==> src/rtl/decode_stage_if.sv <==
// +--------------------------------------------------------------------+
// | decode_stage_if : fetch-side and execute-side handshake bundles     |
// | Rev 1.0                                                             |
// +--------------------------------------------------------------------+
`default_nettype none

interface decode_stage_if #(
    parameter int DATA_W = 16,
    parameter int PC_W   = 16
);
    logic              in_valid;
    logic              in_ready;
    logic [15:0]       in_instr;
    logic [PC_W-1:0]   in_pc;

    logic              out_valid;
    logic              out_ready;
    logic [PC_W-1:0]   out_pc;
    logic [3:0]        out_opcode;
    logic [3:0]        out_alu_op;
    logic [2:0]        out_rd;
    logic [2:0]        out_rs1;
    logic [2:0]        out_rs2;
    logic [DATA_W-1:0] out_imm;
    logic              out_reg_write;
    logic              out_alu_src2;
    logic              out_mem_write;
    logic              out_mem_to_reg;
    logic              out_reg_src;
    logic              out_branch;
    logic              out_illegal;

    // Stage view: consumes fetch traffic, produces the decoded bundle.
    modport slave (
        input  in_valid, in_instr, in_pc, out_ready,
        output in_ready,
        output out_valid, out_pc, out_opcode, out_alu_op, out_rd, out_rs1, out_rs2,
               out_imm, out_reg_write, out_alu_src2, out_mem_write, out_mem_to_reg,
               out_reg_src, out_branch, out_illegal
    );

    // Environment view: fetch drives the instruction, execute drives ready.
    modport master (
        output in_valid, in_instr, in_pc, out_ready,
        input  in_ready,
        input  out_valid, out_pc, out_opcode, out_alu_op, out_rd, out_rs1, out_rs2,
               out_imm, out_reg_write, out_alu_src2, out_mem_write, out_mem_to_reg,
               out_reg_src, out_branch, out_illegal
    );
endinterface

`default_nettype wire

==> src/rtl/decode_stage.sv <==
// +--------------------------------------------------------------------+
// | decode_stage : registered decode with load-use interlock and flush  |
// | Rev 1.0                                                             |
// +--------------------------------------------------------------------+
`default_nettype none

module decode_stage #(
    parameter int DATA_W     = 16,
    parameter int PC_W       = 16,
    parameter int LOAD_DELAY = 1
) (
    input  wire logic        clk,
    input  wire logic        rst_n,
    input  wire logic        flush,
    output logic [15:0]      perf_stalls,
    decode_stage_if.slave    bus
);
    localparam logic [2:0] c_load_delay = LOAD_DELAY[2:0];

    logic [3:0]        w_opcode, w_alu_op;
    logic [2:0]        w_rd, w_rs1, w_rs2;
    logic [DATA_W-1:0] w_imm;
    logic              w_reg_write, w_alu_src2, w_mem_write, w_mem_to_reg;
    logic              w_reg_src, w_branch, w_illegal;
    logic              w_use_rs1, w_use_rs2, w_use_rd;
    logic              w_held_lw, w_hazard, w_in_xfer, w_out_xfer;
    logic [2:0]        r_ld_rd, r_ld_cnt;

    logic [DATA_W-1:0] w_sext6, w_zext6, w_sext9;
    assign w_sext6 = {{(DATA_W-6){bus.in_instr[5]}}, bus.in_instr[5:0]};
    assign w_zext6 = {{(DATA_W-6){1'b0}}, bus.in_instr[5:0]};
    assign w_sext9 = {{(DATA_W-9){bus.in_instr[8]}}, bus.in_instr[8:0]};

    always_comb begin
        w_opcode     = bus.in_instr[15:12];
        w_rd         = bus.in_instr[11:9];
        w_rs1        = bus.in_instr[8:6];
        w_rs2        = bus.in_instr[5:3];
        w_alu_op     = 4'd0;
        w_imm        = '0;
        w_reg_write  = 1'b0;
        w_alu_src2   = 1'b0;
        w_mem_write  = 1'b0;
        w_mem_to_reg = 1'b0;
        w_reg_src    = 1'b0;
        w_branch     = 1'b0;
        w_illegal    = 1'b0;
        w_use_rs1    = 1'b0;
        w_use_rs2    = 1'b0;
        w_use_rd     = 1'b0;
        case (bus.in_instr[15:12])
            4'h0: begin
                w_reg_write = 1'b1; w_mem_to_reg = 1'b1; w_alu_src2 = 1'b1;
                w_imm = w_sext6; w_use_rs1 = 1'b1;
            end
            4'h1: begin
                w_mem_write = 1'b1; w_alu_src2 = 1'b1;
                w_imm = w_sext6; w_use_rs1 = 1'b1; w_use_rd = 1'b1;
            end
            4'h2, 4'h4, 4'h6, 4'h7: begin
                w_reg_write = 1'b1; w_reg_src = 1'b1;
                w_use_rs1 = 1'b1; w_use_rs2 = 1'b1;
                case (bus.in_instr[14:12])
                    3'd4:    w_alu_op = 4'd2;
                    3'd6:    w_alu_op = 4'd3;
                    3'd7:    w_alu_op = 4'd8;
                    default: w_alu_op = 4'd0;
                endcase
            end
            4'h3, 4'h5, 4'h8, 4'h9: begin
                w_reg_write = 1'b1; w_alu_src2 = 1'b1; w_reg_src = 1'b1;
                w_use_rs1 = 1'b1;
                case (bus.in_instr[15:12])
                    4'h5:    begin w_alu_op = 4'd2; w_imm = w_sext6; end
                    4'h8:    begin w_alu_op = 4'd4; w_imm = w_zext6; end
                    4'h9:    begin w_alu_op = 4'd5; w_imm = w_zext6; end
                    default: begin w_alu_op = 4'd0; w_imm = w_sext6; end
                endcase
            end
            4'hA, 4'hB: begin
                w_branch = 1'b1; w_alu_src2 = 1'b1; w_imm = w_sext9; w_use_rd = 1'b1;
                w_alu_op = bus.in_instr[12] ? 4'd7 : 4'd6;
            end
            default: begin
                // Illegal opcodes travel downstream as an all-zero bundle with only the flag set.
                w_illegal = 1'b1;
                w_opcode  = 4'd0;
                w_rd      = 3'd0;
                w_rs1     = 3'd0;
                w_rs2     = 3'd0;
            end
        endcase
    end

    assign w_held_lw = bus.out_valid && bus.out_mem_to_reg;

    always_comb begin
        w_hazard = 1'b0;
        if (w_use_rs1 && ((w_held_lw && w_rs1 == bus.out_rd) || (r_ld_cnt != 3'd0 && w_rs1 == r_ld_rd)))
            w_hazard = 1'b1;
        if (w_use_rs2 && ((w_held_lw && w_rs2 == bus.out_rd) || (r_ld_cnt != 3'd0 && w_rs2 == r_ld_rd)))
            w_hazard = 1'b1;
        if (w_use_rd && ((w_held_lw && w_rd == bus.out_rd) || (r_ld_cnt != 3'd0 && w_rd == r_ld_rd)))
            w_hazard = 1'b1;
    end

    assign bus.in_ready = rst_n && (!bus.out_valid || bus.out_ready) && !w_hazard && !flush;
    assign w_in_xfer    = bus.in_valid && bus.in_ready;
    assign w_out_xfer   = bus.out_valid && bus.out_ready;

    always_ff @(posedge clk or negedge rst_n) begin
        if (!rst_n) begin
            bus.out_valid      <= 1'b0;
            bus.out_pc         <= '0;
            bus.out_opcode     <= 4'd0;
            bus.out_alu_op     <= 4'd0;
            bus.out_rd         <= 3'd0;
            bus.out_rs1        <= 3'd0;
            bus.out_rs2        <= 3'd0;
            bus.out_imm        <= '0;
            bus.out_reg_write  <= 1'b0;
            bus.out_alu_src2   <= 1'b0;
            bus.out_mem_write  <= 1'b0;
            bus.out_mem_to_reg <= 1'b0;
            bus.out_reg_src    <= 1'b0;
            bus.out_branch     <= 1'b0;
            bus.out_illegal    <= 1'b0;
        end else if (flush) begin
            bus.out_valid <= 1'b0;
        end else if (w_in_xfer) begin
            bus.out_valid      <= 1'b1;
            bus.out_pc         <= bus.in_pc;
            bus.out_opcode     <= w_opcode;
            bus.out_alu_op     <= w_alu_op;
            bus.out_rd         <= w_rd;
            bus.out_rs1        <= w_rs1;
            bus.out_rs2        <= w_rs2;
            bus.out_imm        <= w_imm;
            bus.out_reg_write  <= w_reg_write;
            bus.out_alu_src2   <= w_alu_src2;
            bus.out_mem_write  <= w_mem_write;
            bus.out_mem_to_reg <= w_mem_to_reg;
            bus.out_reg_src    <= w_reg_src;
            bus.out_branch     <= w_branch;
            bus.out_illegal    <= w_illegal;
        end else if (bus.out_ready) begin
            bus.out_valid <= 1'b0;
        end
    end

    // Single pending-load entry; a newer lw simply overwrites it.
    always_ff @(posedge clk or negedge rst_n) begin
        if (!rst_n) begin
            r_ld_rd  <= 3'd0;
            r_ld_cnt <= 3'd0;
        end else if (flush) begin
            r_ld_cnt <= 3'd0;
        end else if (w_out_xfer && bus.out_mem_to_reg) begin
            r_ld_rd  <= bus.out_rd;
            r_ld_cnt <= c_load_delay;
        end else if (r_ld_cnt != 3'd0) begin
            r_ld_cnt <= r_ld_cnt - 3'd1;
        end
    end

    always_ff @(posedge clk or negedge rst_n) begin
        if (!rst_n)
            perf_stalls <= 16'd0;
        else if (bus.in_valid && w_hazard && !flush && perf_stalls != 16'hFFFF)
            perf_stalls <= perf_stalls + 16'd1;
    end
endmodule

`default_nettype wire

==> src/flat_wrapper.sv <==
// flat-port wrapper written by rule: the top's interface ports become plain ports
module decode_stage_flat 
#(
    parameter int DATA_W     = 16,
    parameter int PC_W       = 16,
    parameter int LOAD_DELAY = 1
)
  (clk, rst_n, flush, perf_stalls, bus_in_valid, bus_in_instr, bus_in_pc, bus_out_ready, bus_in_ready, bus_out_valid, bus_out_pc, bus_out_opcode, bus_out_alu_op, bus_out_rd, bus_out_rs1, bus_out_rs2, bus_out_imm, bus_out_reg_write, bus_out_alu_src2, bus_out_mem_write, bus_out_mem_to_reg, bus_out_reg_src, bus_out_branch, bus_out_illegal);
  decode_stage_if #(.DATA_W(DATA_W), .PC_W(PC_W)) bus_i ();
  input  wire logic clk;
  input  wire logic rst_n;
  input  wire logic flush;
  output logic [15:0] perf_stalls;
  input wire logic [$bits(bus_i.in_valid)-1:0] bus_in_valid;
  input wire logic [$bits(bus_i.in_instr)-1:0] bus_in_instr;
  input wire logic [$bits(bus_i.in_pc)-1:0] bus_in_pc;
  input wire logic [$bits(bus_i.out_ready)-1:0] bus_out_ready;
  output wire logic [$bits(bus_i.in_ready)-1:0] bus_in_ready;
  output wire logic [$bits(bus_i.out_valid)-1:0] bus_out_valid;
  output wire logic [$bits(bus_i.out_pc)-1:0] bus_out_pc;
  output wire logic [$bits(bus_i.out_opcode)-1:0] bus_out_opcode;
  output wire logic [$bits(bus_i.out_alu_op)-1:0] bus_out_alu_op;
  output wire logic [$bits(bus_i.out_rd)-1:0] bus_out_rd;
  output wire logic [$bits(bus_i.out_rs1)-1:0] bus_out_rs1;
  output wire logic [$bits(bus_i.out_rs2)-1:0] bus_out_rs2;
  output wire logic [$bits(bus_i.out_imm)-1:0] bus_out_imm;
  output wire logic [$bits(bus_i.out_reg_write)-1:0] bus_out_reg_write;
  output wire logic [$bits(bus_i.out_alu_src2)-1:0] bus_out_alu_src2;
  output wire logic [$bits(bus_i.out_mem_write)-1:0] bus_out_mem_write;
  output wire logic [$bits(bus_i.out_mem_to_reg)-1:0] bus_out_mem_to_reg;
  output wire logic [$bits(bus_i.out_reg_src)-1:0] bus_out_reg_src;
  output wire logic [$bits(bus_i.out_branch)-1:0] bus_out_branch;
  output wire logic [$bits(bus_i.out_illegal)-1:0] bus_out_illegal;
  assign bus_i.in_valid = bus_in_valid;
  assign bus_i.in_instr = bus_in_instr;
  assign bus_i.in_pc = bus_in_pc;
  assign bus_i.out_ready = bus_out_ready;
  assign bus_in_ready = bus_i.in_ready;
  assign bus_out_valid = bus_i.out_valid;
  assign bus_out_pc = bus_i.out_pc;
  assign bus_out_opcode = bus_i.out_opcode;
  assign bus_out_alu_op = bus_i.out_alu_op;
  assign bus_out_rd = bus_i.out_rd;
  assign bus_out_rs1 = bus_i.out_rs1;
  assign bus_out_rs2 = bus_i.out_rs2;
  assign bus_out_imm = bus_i.out_imm;
  assign bus_out_reg_write = bus_i.out_reg_write;
  assign bus_out_alu_src2 = bus_i.out_alu_src2;
  assign bus_out_mem_write = bus_i.out_mem_write;
  assign bus_out_mem_to_reg = bus_i.out_mem_to_reg;
  assign bus_out_reg_src = bus_i.out_reg_src;
  assign bus_out_branch = bus_i.out_branch;
  assign bus_out_illegal = bus_i.out_illegal;
  decode_stage #(.DATA_W(DATA_W), .PC_W(PC_W), .LOAD_DELAY(LOAD_DELAY)) u_core (.clk(clk), .rst_n(rst_n), .flush(flush), .perf_stalls(perf_stalls), .bus(bus_i));
endmodule
==> config.mk <==
export PLATFORM = sky130hd
export DESIGN_NAME = decode_stage_flat
export DESIGN_NICKNAME = d
export VERILOG_FILES = /design/src/rtl/decode_stage_if.sv /design/src/rtl/decode_stage.sv /design/src/flat_wrapper.sv
export SDC_FILE = /design/constraint.sdc
export NUM_CORES = 1
export LEC_CHECK = 0
export ABC_AREA = 1
export CORE_ASPECT_RATIO = 0.5
export CORE_MARGIN = 2
export CORE_UTILIZATION = 25
export DETAILED_ROUTE_END_ITERATION = 8
export PLACE_DENSITY = 0.46
export SLEW_MARGIN = 20
export SYNTH_ARGS = -nofsm -noshare
export SYNTH_HDL_FRONTEND = slang
export SYNTH_SLANG_ARGS = --single-unit
==> constraint.sdc <==
create_clock -name clk -period 5 [get_ports clk]
set_input_delay 1 -clock clk [delete_from_list [all_inputs] [get_ports clk]]
set_output_delay 1 -clock clk [all_outputs]
set_load 0.05 [all_outputs]
# Word level (Yosys, flattened, before mapping)
# Cells that the tools add are included.
[word_totals] reg_bits=79 word_cells=114
[classes] addsub=2 eq_ne=21 mux=29 bitwise_logic=1 reduce_logical=43
[op_table] op="$pmux W16 S3" count=1
[op_table] op="$pmux W4 S3" count=2
[op_table] op="$logic_and A1 B1 Y1" count=19
[op_table] op="$eq A3 B3 Y1" count=6
[op_table] op="$mux W3" count=6
[op_table] op="$mux W1" count=17
[op_table] op="$add A16 B1 Y16 const B" count=1
[op_table] op="$eq A4 B3 Y1 const B" count=4
[op_table] op="$eq A4 B4 Y1 const B" count=4
[op_table] op="$mux W16" count=1
[op_table] op="$ne A16 B16 Y1 const B" count=1
[op_table] op="$reduce_or A8 Y1" count=2
[op_table] op="$reduce_or A12 Y1" count=1
[op_table] op="$reduce_or A10 Y1" count=1
[op_table] op="$eq A3 B3 Y1 const B" count=3
[op_table] op="$pmux W3 S3" count=1
[op_table] op="$reduce_bool A3 Y1" count=3
[op_table] op="$reduce_or A9 Y1" count=1
[op_table] op="$eq A4 B2 Y1 const B" count=2
[op_table] op="$reduce_or A4 Y1" count=2
[op_table] op="$reduce_or A2 Y1" count=3
[op_table] op="$eq A4 B1 Y1 const B" count=1
[op_table] op="$logic_not A4 Y1" count=1
[op_table] op="$logic_or A1 B1 Y1" count=4
[op_table] op="6 further kinds" count=9

# Logic depth before layout (Yosys ltp)
# Gate-level depths: netlist of run 1.
[logic_depth] word_depth=16 depth_mapped=16 depth_no_buf=14

# Least setup slack after synthesis of run 1
# OpenSTA, ideal clock, no wires.
[synth_timing] path_kind="in2out" startpoint="input port bus_in_instr[15]" endpoint="output port bus_in_ready" t_arrival_ns=2.939 slack_ns=1.061 stages=10 path_buffers=2 cell_sequence="nand2_1 buf_2 buf_6 a21oi_1 nor2_1 nand2_1 nand2_1 nand2_1 nand2_1 nor3b_1"
[synth_via] elab_chain_cells=13 word_cells_on_any_way=46 classes_between="17 x eq/ne; 9 x mux; 20 x reduce/logical"
[synth_lines] item="start, declared" line="flat_wrapper.sv:15" source="input wire logic [$bits(bus_i.in_instr)-1:0] bus_in_instr;"
[synth_lines] item="$eq A4 B1 Y1, or another cell as far along" line="decode_stage.sv:51" source="case (bus.in_instr[15:12])"
[synth_lines] item="$reduce_or A12 Y1 (no line)"
[synth_lines] item="$mux W3" line="decode_stage.sv:51"
[synth_lines] item="$eq A3 B3 Y1" line="decode_stage.sv:99" source="if (w_use_rs1 && ((w_held_lw && w_rs1 == bus.out_rd) || (r_ld_cnt != 3'd0 && w_rs1 == r_ld_rd)))"
[synth_lines] item="$logic_and A1 B1 Y1" line="decode_stage.sv:99"
[synth_lines] item="$logic_or A1 B1 Y1" line="decode_stage.sv:99"
[synth_lines] item="$logic_and A1 B1 Y1" line="decode_stage.sv:99"
[synth_lines] item="$mux W1" line="decode_stage.sv:99"
[synth_lines] item="$mux W1" line="decode_stage.sv:101" source="if (w_use_rs2 && ((w_held_lw && w_rs2 == bus.out_rd) || (r_ld_cnt != 3'd0 && w_rs2 == r_ld_rd)))"
[synth_lines] item="$mux W1 *" line="decode_stage.sv:103" source="if (w_use_rd && ((w_held_lw && w_rd == bus.out_rd) || (r_ld_cnt != 3'd0 && w_rd == r_ld_rd)))"
[synth_lines] item="$logic_not A1 Y1 *" line="decode_stage.sv:107" source="assign bus.in_ready = rst_n && (!bus.out_valid || bus.out_ready) && !w_hazard && !flush;"
[synth_lines] item="$logic_and A1 B1 Y1 * (2 in series)" line="decode_stage.sv:107"
[synth_lines] item="end, declared" line="flat_wrapper.sv:18" source="output wire logic [$bits(bus_i.in_ready)-1:0] bus_in_ready;"
# Mark *: on every way between the ends. The rest lies on a longest branch, timed or not.

# Worst setup path in the final report of run 1
# Ends and elaborated chain as after synthesis.

==> metrics.csv, run 1 <==
metric,value,unit
yosysTopAreaCellShare,0.438,
nFillCells,1685,
ir_drop,0.208,mV
drv_cap,0,
cts_buffer_depth,2,
grt_first_pass_wirelength,20400,microns
drt-pass1-iter-count,4,
wl_met3,467,microns
path_max_fanout,29,
grt_overflow,0,
finClkSkew,10.2,ps
worst_ep_arrival_time,3310,ps
portBuffers,110,
wl_per_cell,14.5,microns
cp-end-kind,primary output,
pwr-share-clk,0.256,
total_leakage_power,0.00273,uW
p_int,1440,uW
final_common_cell,nand2_1,
power_switching,1100,uW
htreeDepth,3,
hold_buffers,0,
fin_area,5520,sq um
dp_hpwl,8580,microns
p_seq_frac,0.311,
place_area,5220,sq um
tightest_slew,1070,ps
grtUsageTotal,0.152,
final_cell_mix,"nand2_1, clkdlybuf4s50_1, dfrtp_1",
synth-seq-cells,71,
postCtsSetupBuffers,0,
yosys.area.top_type,dfrtp_1,
drive_above_1_share,0.0475,
area_delta_synth_final,36.0,%
ys_seq_area_frac,0.438,
wl_met2,5700,microns
die_area,17300,sq um
clock_latency,340,ps
route.detailed.drc,0,
cts_root_buf,clkbuf_16,
placed_cells,840,
syn-mean-instance-area,7.30,sq um
synth_cells,556,
die_h,94.1,microns
finalSetupViolations,0,
crit_type,in -> out,
antenna_found_initial,0,
status,completed,
clkTransAtPathRegs,60,ps
max_freq,232,MHz
crit_required,4000,ps
wl_met1,6160,microns
route.top_layer_used,met4,
cts_made_buffers,9,
clock-sinks,71,
die_x,184,microns
combPwrFrac,0.433,
antenna_left,0,
hold_viol,0,
cts-resized-gates,0,
grt_start_max_net_pins,72,
nets,687,
top_regs,"u_core.bus.out_pc (16), u_core.perf_stalls (16), u_core.bus.out_imm (9)",
hold_path.class,reg -> reg,
core,15600,sq um
p_sw_frac,0.433,
n_antenna_cell,0,
tritoncts,yes,
synth_cell_types,30,
fin_crit,4310,ps
grt_pass1_vias,3920,
wl,12400,microns
num_rows,32,
period_share,0.862,
ioPinCount,111,
post_drt_via_cell_ratio,4.56,
finalSetupTns,0,ps
num_vias,3907,
relSlewSlack,0.287,
syn-num-nets,596,
synth_area,4060,sq um
drt-initial-drc-count,249,
start_util,0.260,
yosys_warnings,0,
start_kind,input pin,
gp_congestion,0.821,
fin_cells,856,
rsz0062_at_grt,no,
powerDensity,459,nW/um^2
synthTopCellsByArea,"dfrtp_1, nand2_1, nand4_1, nand3_1, inv_1",
slew_viol_final,0,
-- power groups by stage --
| stage | clock (uW) | combinational, uW | sequential, uW |
|---|---|---|---|
| 6_report | 649 | 1100 | 787 |
| 3_3_place_gp | 0 | 1110 | 794 |
| 4_1_cts | 668 | 1110 | 788 |
| 3_5_place_dp | 0 | 1110 | 795 |
| 5_1_grt | 696 | 1180 | 804 |
| 2_1_floorplan | 0 | 379 | 1160 |
-- final timing paths --
| path | startpoint | cells past startpoint | slack (ps) | end |
|---|---|---|---|---|
| max | bus_in_instr[15] | 12 | 690 | bus_in_ready |
| min | u_core.bus.out_imm[5] | 2 | 470 | u_core.bus.out_imm[5] |
| max reg2reg | u_core.perf_stalls[0] | 9 | 2360 | u_core.perf_stalls[3] |
| min reg2reg | u_core.bus.out_imm[5] | 2 | 470 | u_core.bus.out_imm[5] |
| max in group asynchronous | rst_n | 2 | 3450 | u_core.bus.out_rs2[1] |
| min in group asynchronous | rst_n | 2 | 910 | u_core.perf_stalls[0] |
-- worst max-delay path, cell delays in order --
cell	delay, ps
clkdlybuf4s50_1	520
nand2_1	530
nand2_1	300
nand2_1	90
nand2_1	70
nor2_1	40
nand2_1	50
nand2_1	50
nand2_1	80
nand2_1	110
nor3b_1	210
buf_4	240
-- final cells by class --
cell class | instances | area [sq um] | area share
multi-input cells | 398 | 1860 | 0.338
inverters | 52 | 195 | 0.0354
repair buffers | 115 | 1130 | 0.205
clock inverters | 6 | 60.1 | 0.0109
flip-flops and latches | 71 | 1780 | 0.322
well taps | 204 | 255 | 0.0463
clock buffers | 10 | 239 | 0.0433
-- Yosys cell counts --
cell / count
buf_6: 6
and3_1: 1
xnor2_1: 4
o22ai_1: 1
o21ai_1: 2
o211ai_1: 1
ha_1: 3
nor2_1: 39
clkbuf_1: 10
nand3_2: 2
nor3b_1: 1
nand3b_1: 1
buf_2: 7
buf_4: 10
nor3_1: 5
a21oi_1: 7
nand2_1: 211
xor2_1: 10
inv_2: 1
dfrtp_1: 71
a31oi_1: 6
nand4_1: 51
nor2_4: 1
buf_1: 2
inv_1: 49
o21ai_0: 7
clkinv_1: 2
a21oi_2: 1
nand2_4: 1
nand3_1: 43
-- metal layers --
layer | GRT usage | vias to the layer above
met5 | 0 | -
met4 | 0.0460 | 0
met3 | 0.0349 | 8
met2 | 0.246 | 75
met1 | 0.204 | 1849
li1 | - | 1975
-- metrics by stage --
| stage | worst slack [ps] | hold slack [ps] | power (uW) | utilization |
|---|---|---|---|---|
| floorplan | 1060 | 453 | 1540 | - |
| global placement | 800 | 456 | 1900 | 0.334 |
| detailed placement | 718 | 458 | 1900 | 0.334 |
| CTS | 714 | 473 | 2570 | 0.353 |
| global route | 455 | 496 | 2680 | 0.353 |
| finish | 692 | 465 | 2530 | 0.353 |
-- logic make-up (layout without fill, tap and decap cells) --
group | Yosys count | in the layout | share of synthesized area
XOR/XNOR | 14 | 14 | 0.0302
flip-flops | 71 | 71 | 0.438
buffers and inverters | 87 | 183 | 0.103
adder cells (fa/ha/maj) | 3 | 3 | 0.00925
AND/OR/NAND/NOR | 356 | 356 | 0.385
AO/OA/AOI/OAI | 25 | 25 | 0.0345
Note: power is estimated with default switching activity, not from simulation.
==> run 2, diff against run 1 <==
CORE_MARGIN = not set   (was 2)
==> metrics.csv, run 2 (same netlist as run 1, synthesis figures left out) <==
metric,value,unit,change
cts-resized-gates,0,,unchanged
antenna_found_initial,0,,unchanged
die_x,182,microns,-1.1%
drt-pass1-iter-count,4,,unchanged
clock-sinks,71,,unchanged
slew_viol_final,0,,unchanged
nFillCells,1670,,-0.89%
fin_cells,856,,unchanged
relSlewSlack,0.353,,+0.0665
crit_required,4000,ps,about the same
num_rows,32,,unchanged
tightest_slew,970,ps,-99.8 ps
power,2600,uW,+2.6%
wl_per_cell,14.4,microns,-0.66%
rsz0062_at_grt,no,,
final_cell_mix,"nand2_1, clkdlybuf4s50_1, dfrtp_1",,
route.detailed.drc,0,,unchanged
nets,687,,unchanged
gp_congestion,0.813,,-0.90%
top_regs,"u_core.bus.out_pc (16), u_core.perf_stalls (16), u_core.bus.out_imm (9)",,
portBuffers,110,,unchanged
cts_buffer_depth,2,,unchanged
clkTransAtPathRegs,60,ps,about the same
core,15600,sq um,unchanged
hold_path.class,reg -> reg,,
finClkSkew,6.98,ps,-3.22 ps
grt_overflow,0,,unchanged
drt-initial-drc-count,188,,-24%
die_h,92.1,microns,-2.1%
num_vias,3892,,-0.38%
start_kind,input pin,,
fin_crit,4270,ps,-39.8 ps
ir_drop,0.163,mV,-22%
grt_pass1_vias,3923,,+0.077%
antenna_left,0,,unchanged
grtUsageTotal,0.157,,+0.00481
powerDensity,468,nW/um^2,+1.9%
cts_made_buffers,9,,unchanged
cp-end-kind,primary output,,
crit_type,in -> out,,
clock_latency,340,ps,about the same
crit_path_frequent_cell,nand2_1,,
max_freq,234,MHz,+0.93%
hold_viol,0,,unchanged
place_area,5220,sq um,unchanged
ioPinCount,111,,unchanged
grt_first_pass_wirelength,20600,microns,+1.0%
dp_hpwl,8480,microns,-1.2%
area_delta_synth_final,36.9,%,
finalSetupViolations,0,,unchanged
finalSetupTns,0,ps,unchanged
post_drt_via_cell_ratio,4.55,,-0.38%
grt_start_max_net_pins,72,,unchanged
status,completed,,
final_common_cell,nand2_1,,
postCtsSetupBuffers,0,,unchanged
path_max_fanout,29,,unchanged
worst_ep_arrival_time,3270,ps,-40 ps
drive_above_1_share,0.0475,,unchanged
placed_cells,840,,unchanged
wl,12400,microns,-0.66%
period_share,0.854,,-0.00796
total_leakage_power,0.00274,uW,+0.51%
start_util,0.260,,unchanged
n_antenna_cell,0,,unchanged
cts_root_buf,clkbuf_16,,
die_area,16800,sq um,-3.2%
drv_cap,0,,unchanged
cpPeakStageDelay,520,ps,about the same
slowest_stage,clkdlybuf4s50_1,,
tritoncts,yes,,
htreeDepth,3,,unchanged
cp_cell_sequence,clkdlybuf4s50_1 -> nand2_1 -> nand2_1 -> nand2_1 -> nand2_1 -> nor2_1 -> nand2_1 -> nand2_1 -> nand2_1 -> nand2_1 -> nor3b_1 -> buf_4,,
hold_buffers,0,,unchanged
fin_area,5550,sq um,+0.61%
-- run 2: cell count changes in the layout (fill, tap and decap cells not counted) --
cell       delta
bufinv_16     +1
clkinv_2      -2
clkbuf_8      +1
-- run 2: power by group --
part | switching, uW | internal (uW)
Clock | 253 | 463
Combinational | 755 | 344
Sequential | 88.3 | 696
Total | 1100 | 1500
-- run 2: routing by layer --
metal | GRT usage | share of wire | vias to the layer above
met5 | 0 | 0 | -
met4 | 0.0399 | 0.0054 | 0
met3 | 0.0405 | 0.040 | 4
met2 | 0.262 | 0.47 | 67
met1 | 0.202 | 0.48 | 1839
li1 | - | - | 1982
-- run 2: critical path, delay by kind of cell --
family,cells,cell delay (ps)
buf+inv,2,750
simple gates,10,1490
-- run 2: path summary, 6_finish.rpt --
kind | cells after the start | start | endpoint | slack, ps
setup reg to reg | 9 | u_core.perf_stalls[0] | u_core.perf_stalls[14] | 2400
min in group asynchronous | 2 | rst_n | u_core.r_ld_cnt[2] | 930
max in group asynchronous | 2 | rst_n | u_core.bus.out_rs1[0] | 3430
setup / recovery | 12 | bus_in_instr[15] | bus_in_ready | 730
hold reg to reg | 2 | u_core.bus.out_opcode[1] | u_core.bus.out_opcode[1] | 470
hold / removal | 2 | u_core.bus.out_opcode[1] | u_core.bus.out_opcode[1] | 470
-- run 2: stage by stage --
step	hold slack [ps]	utilization	setup WS [ps]
final	466	0.356	732
after global routing	493	0.356	428
after CTS	473	0.356	724
after detailed placement	458	0.334	739
after global placement	455	0.334	806
after floorplan	453	-	1060
-- run 2: layout make-up --
cell class | instances | area (sq um) | area share
multi-input cells | 398 | 1860 | 0.336
clock inverters | 5 | 80.1 | 0.0144
repair buffers | 115 | 1130 | 0.203
flip-flops and latches | 71 | 1780 | 0.320
inverters | 52 | 195 | 0.0352
clock buffers | 11 | 253 | 0.0455
well taps | 204 | 255 | 0.0460
